## src/rtl/lspc2_vram_slot_sched.sv

```systemverilog
// lspc2_vram_slot_sched
//   Free-running 16-phase sequencer on the 24 MHz master clock. It decodes
//   the 12/6/3/1.5 MHz clock-enable strobes from the phase counter. It also
//   splits each 1.5 MHz period into four 4-tick VRAM slots, and each slot is
//   owned by the video fetch path, by the 68k CPU port, or by nobody.
//
// Ports
//   CLK_24M, nRESET        master clock, asynchronous active-low reset
//   PHASE, CE_*            phase counter and decoded clock-enable strobes
//   VIDEO_REQ, VID_ADDR    video fetch request (slots 0-2) and address
//   VID_RDATA_VALID        one-cycle pulse: CPU_RDATA holds video read data
//   CPU_REQ/WE/ADDR/WDATA  CPU level request, held until CPU_ACK
//   CPU_ACK, CPU_RDATA     completion pulse and read data, registered at slot end
//   VRAM_ADDR/WDATA/WE     registered VRAM drive
//   VRAM_RDATA             VRAM read data, sampled at slot end
//   SLOT_OWNER             0 idle, 1 video, 2 CPU
//
// Slot owner states
//   OWN_IDLE | no access this slot, VRAM_ADDR holds its last value
//   OWN_VID  | video fetch, data returned with VID_RDATA_VALID
//   OWN_CPU  | CPU access, CPU_ACK at slot end
module lspc2_vram_slot_sched #(
  parameter bit CPU_STEAL = 1'b1,
  parameter int AW        = 16,
  parameter int DW        = 16
) (
  input  logic          CLK_24M,
  input  logic          nRESET,
  output logic [3:0]    PHASE,
  output logic          CE_12M,
  output logic          CE_6M,
  output logic          CE_3M,
  output logic          CE_1_5M,
  input  logic          VIDEO_REQ,
  input  logic [AW-1:0] VID_ADDR,
  output logic          VID_RDATA_VALID,
  input  logic          CPU_REQ,
  input  logic          CPU_WE,
  input  logic [AW-1:0] CPU_ADDR,
  input  logic [DW-1:0] CPU_WDATA,
  output logic          CPU_ACK,
  output logic [DW-1:0] CPU_RDATA,
  output logic [AW-1:0] VRAM_ADDR,
  output logic [DW-1:0] VRAM_WDATA,
  output logic          VRAM_WE,
  input  logic [DW-1:0] VRAM_RDATA,
  output logic [1:0]    SLOT_OWNER
);

  typedef enum logic [1:0] {
    OWN_IDLE = 2'd0,
    OWN_VID  = 2'd1,
    OWN_CPU  = 2'd2
  } owner_t;

  owner_t     owner_q;
  owner_t     owner_next;
  logic       cpu_wr_q;
  logic       arm_q;
  logic [1:0] next_slot;
  logic       cpu_elig;

  assign CE_12M     = PHASE[0];
  assign CE_6M      = &PHASE[1:0];
  assign CE_3M      = &PHASE[2:0];
  assign CE_1_5M    = &PHASE;
  assign SLOT_OWNER = owner_q;

  // Arbitration looks ahead to the slot that starts on the coming edge.
  // The arm flag stops a request that is still held after its ACK from
  // starting a second access.
  always_comb begin
    next_slot  = PHASE[3:2] + 2'd1;
    cpu_elig   = CPU_REQ & arm_q;
    owner_next = OWN_IDLE;
    if ((next_slot != 2'd3) && VIDEO_REQ)
      owner_next = OWN_VID;
    else if (cpu_elig && ((next_slot == 2'd3) || CPU_STEAL))
      owner_next = OWN_CPU;
  end

  always_ff @(posedge CLK_24M or negedge nRESET) begin
    if (!nRESET) begin
      PHASE           <= 4'd0;
      owner_q         <= OWN_IDLE;
      cpu_wr_q        <= 1'b0;
      arm_q           <= 1'b1;
      VRAM_WE         <= 1'b0;
      VRAM_ADDR       <= '0;
      VRAM_WDATA      <= '0;
      CPU_RDATA       <= '0;
      CPU_ACK         <= 1'b0;
      VID_RDATA_VALID <= 1'b0;
    end else begin
      PHASE           <= PHASE + 4'd1;
      CPU_ACK         <= 1'b0;
      VID_RDATA_VALID <= 1'b0;
      if (!CPU_REQ)
        arm_q <= 1'b1;

      case (PHASE[1:0])
        // Write strobe covers ticks 1 and 2 only, so the address is stable
        // on both sides of it.
        2'd0: VRAM_WE <= (owner_q == OWN_CPU) && cpu_wr_q;
        2'd2: VRAM_WE <= 1'b0;
        2'd3: begin
          // Close the slot that is ending.
          if (owner_q == OWN_CPU) begin
            CPU_ACK <= 1'b1;
            if (!cpu_wr_q)
              CPU_RDATA <= VRAM_RDATA;
          end else if (owner_q == OWN_VID) begin
            CPU_RDATA       <= VRAM_RDATA;
            VID_RDATA_VALID <= 1'b1;
          end

          // Open the next slot.
          owner_q <= owner_next;
          VRAM_WE <= 1'b0;
          if (owner_next == OWN_VID) begin
            VRAM_ADDR <= VID_ADDR;
            cpu_wr_q  <= 1'b0;
          end else if (owner_next == OWN_CPU) begin
            VRAM_ADDR <= CPU_ADDR;
            cpu_wr_q  <= CPU_WE;
            arm_q     <= 1'b0;
            if (CPU_WE)
              VRAM_WDATA <= CPU_WDATA;
          end else begin
            cpu_wr_q <= 1'b0;
          end
        end
        default: ;
      endcase
    end
  end

endmodule

```

## config.mk

```make
export PLATFORM = sky130hd
export DESIGN_NAME = lspc2_vram_slot_sched
export DESIGN_NICKNAME = d
export VERILOG_FILES = /design/src/rtl/lspc2_vram_slot_sched.sv
export SDC_FILE = /design/constraint.sdc
export NUM_CORES = 1
export LEC_CHECK = 0
export BUFFER_PORTS_ARGS = -buffer_cell sky130_fd_sc_hd__buf_2
export CAP_MARGIN = 0
export CORE_UTILIZATION = 40
export CTS_BUF_LIST = sky130_fd_sc_hd__clkbuf_8
export DETAILED_ROUTE_END_ITERATION = 8
export PLACE_DENSITY = 0.78
export SYNTH_ARGS = -nofsm -noshare
export SYNTH_HDL_FRONTEND = slang
export SYNTH_SLANG_ARGS = --single-unit
```

## constraint.sdc

```tcl
create_clock -name CLK_24M -period 2.3 [get_ports CLK_24M]
set_clock_uncertainty 0.1 [all_clocks]
set_input_delay 0.345 -clock CLK_24M [delete_from_list [all_inputs] [get_ports CLK_24M]]
set_output_delay 0.345 -clock CLK_24M [all_outputs]
set_load 0.02 [all_outputs]
```

==> reports/metrics.cfg <==
[power]
design_power_total_mw=2.53
peakVddDrop_uv=424
power_density_nw_per_um2=743
leakagePower_nw=1.91

[setup_path]
crit_path_top_delay_cell=dfrtp_1
cp.arrival_ns=2.09
end_kind=register
worstPathRequired_ns=2.41
cp_cell_sequence=ha_1 > and3b_1 > nor2_4 > mux2_2
crit_type=register to register
start_kind=register
cp_max_fo=16
cpPeakStageDelay_ns=0.42

[timing]
hold_ws_ns=0.129
hold_viol=0
setup_tns_ns=0
timing.final.crit_period_ns=1.99
setup_viol=0
fmax_mhz=503
slew_headroom=0.584
post-route-period-util=0.865
drv_slew=0
rsz0062_at_grt=false
worst_slew_pin_slew_ns=0.624
setup_slack_ns=0.311

[clocking]
cts_tree=done
numCtsBuffers=9
path_clk_slew_ns=0.06
cts_max_path_buffers=2
worstSkewPairLatency_ns=0.32
root_buffer=clkbuf_8
post_cts_buffers=0
cts_sinks=59
htreeDepth=3

[logic_synthesis]
yosys_warnings=0
synth.cells.most_frequent=58 x dfrtp_1, 53 x inv_1, 31 x mux2_2
yosysSeqAreaShare=0.595
synth_area_leaders=dfrtp_1 58%, mux2_2 14%, inv_1 8.0%
netlist_area_um2=2480
synth-xor-area-share=0.00353
synthArstFlopShare=1.00
postSynthAreaPerCell_um2=12.7
synth-edff-count=0
ys_ff_latch=59
synth_top_cell_by_area=dfrtp_1
syn_nets=268
synth_fa_ha_area_frac=0.0202
muxShareOfSynthArea=0.145
syn_inst=195
synth_most_common_cell=dfrtp_1
synth_top_area_frac=0.584
yosys.area_share.simple=0.0448
synth_compound_area_frac=0.0877
synthFlopType=dfrtp_1
synth_top_family_by_area=multiplexers
yosysUniqueCellTypes=28

[hold_path]
hold_class=input pin to register

[global_route]
grt_pass1_wl_um=8230
grt-ovfl-total=0
grt_usage=0.169
antenna_found_initial=0
grt_max_degree=30
grt_pass1_vias=1865

[routing]
drc=0
routed_wl_um=5200
via_per_inst=4.62
dr.pass1.iters=5
num_vias=1917
drtIter0Drc=94
routedWlPerCell_um=12.5
drtAntennaViolNets=0

[final_layout]
diodes=0
fin_util=0.571
area_growth_pct=36.8
drive_gt1_frac=0.556
fillers=534
design.final.nets=408

[die]
core_area_um2=5960
dieWidth_um=80.8
num_rows=28
pin_count=130
start_util=0.417
die_area_um2=6530
fp.dieH_um=80.8

[run]
cap_violations=0

[place]
place_congestion=0.749
place_ws_ns=0.291
place_hpwl_um=3850
place.port_buffers=129

[run_status]
status=finished, final reports clean

[cell type report]
cell class              count  area (um^2)  share of cell area
repair buffers            136          701               0.206
multi-input cells          76          748               0.220
well taps                  75         93.8              0.0276
clock buffers              11          151              0.0446
clock inverters             5         27.5             0.00810
flip-flops and latches     59         1480               0.435
inverters                  53          199              0.0585
[cells by family after synthesis]
| group | count (synthesis) |
|---|---|
| compound gates | 24 |
| flops | 59 |
| mux | 32 |
| simple gates | 15 |
| buf+inv | 60 |
| fa+ha+maj | 4 |
| xor+xnor | 1 |
[power by group]
group / total, mW / leakage [nW] / switching [mW] / internal [mW]
clock: 0.831 / 0.0949 / 0.389 / 0.441
combinational: 0.482 / 1.11 / 0.271 / 0.211
sequential: 1.21 / 0.700 / 0.0574 / 1.16
total: 2.53 / 1.91 / 0.718 / 1.81
[worst paths after layout]
kind / start / slack (ns) / endpoint / cells past startpoint
min in group asynchronous: nRESET / 0.26 / VRAM_ADDR[4]$_DFFE_PN0P_ / 2
min reg2reg: CPU_RDATA[12]$_DFFE_PN0P_ / 0.40 / CPU_RDATA[12]$_DFFE_PN0P_ / 1
min: CPU_REQ / 0.13 / arm_q$_DFF_PN1_ / 2
max in group asynchronous: nRESET / 1.26 / CPU_RDATA[15]$_DFFE_PN0P_ / 3
max: PHASE[1]$_DFF_PN0_ / 0.31 / CPU_RDATA[13]$_DFFE_PN0P_ / 4
max reg2reg: PHASE[1]$_DFF_PN0_ / 0.31 / CPU_RDATA[13]$_DFFE_PN0P_ / 4
[what timing repair did]
action | CTS | global route
hold buffers | 1 | 0
resized for setup | 0 | 0
endpoints found under the hold margin | 4 | 0
[state kept, by name, indices dropped and copies added (netlist names), 2 cells and up]
name,count
SLOT_OWNER,2
VRAM_ADDR,16
VRAM_WDATA,16
CPU_RDATA,16
PHASE,4
[layout by cell type, fill, tap and decap left out]
cell type	instances
buf_2	129
dfrtp_1	58
inv_1	53
mux2_2	31
a222oi_1	16
clkbuf_8	11
buf_4	6
ha_1	4
clkinv_2	4
and3_1	3
nand2_1	3
o21ai_0	2
a21o_1	2
nand3_1	1
xnor2_1	1
nand2b_4	1
a21oi_1	1
nor3b_1	1
and3b_1	1
and4bb_2	1
nor2_4	1
mux2_1	1
a31oi_1	1
a211oi_2	1
nand4_1	1
a21oi_2	1
or4b_2	1
nand2b_1	1
dfstp_2	1
clkinvlp_4	1
dlygate4sd3_1	1
[per-layer routing]
| layer | global-route usage | vias up | routed length, um |
|---|---|---|---|
| met5 | 0 | - | 0 |
| met4 | 0.0839 | 0 | 76 |
| li1 | - | 935 | - |
| met2 | 0.292 | 82 | 2470 |
| met3 | 0.0438 | 10 | 398 |
| met1 | 0.193 | 890 | 2260 |
[stage by stage]
step                area, um^2  instances
floorplan                 2480        195
global placement          3210        398
detailed placement        3210        398
CTS                       3400        415
global route              3400        415
finish                    3400        415
[critical path, delay by kind of cell (launching register included)]
kind / cells / cell delay [ns]
flip-flops: 1 / 0.42
AND/OR/NAND/NOR: 2 / 0.65
adder cells (fa/ha/maj): 1 / 0.31
multiplexers: 1 / 0.39
No activity file was read; power rests on OpenSTA's default activity.
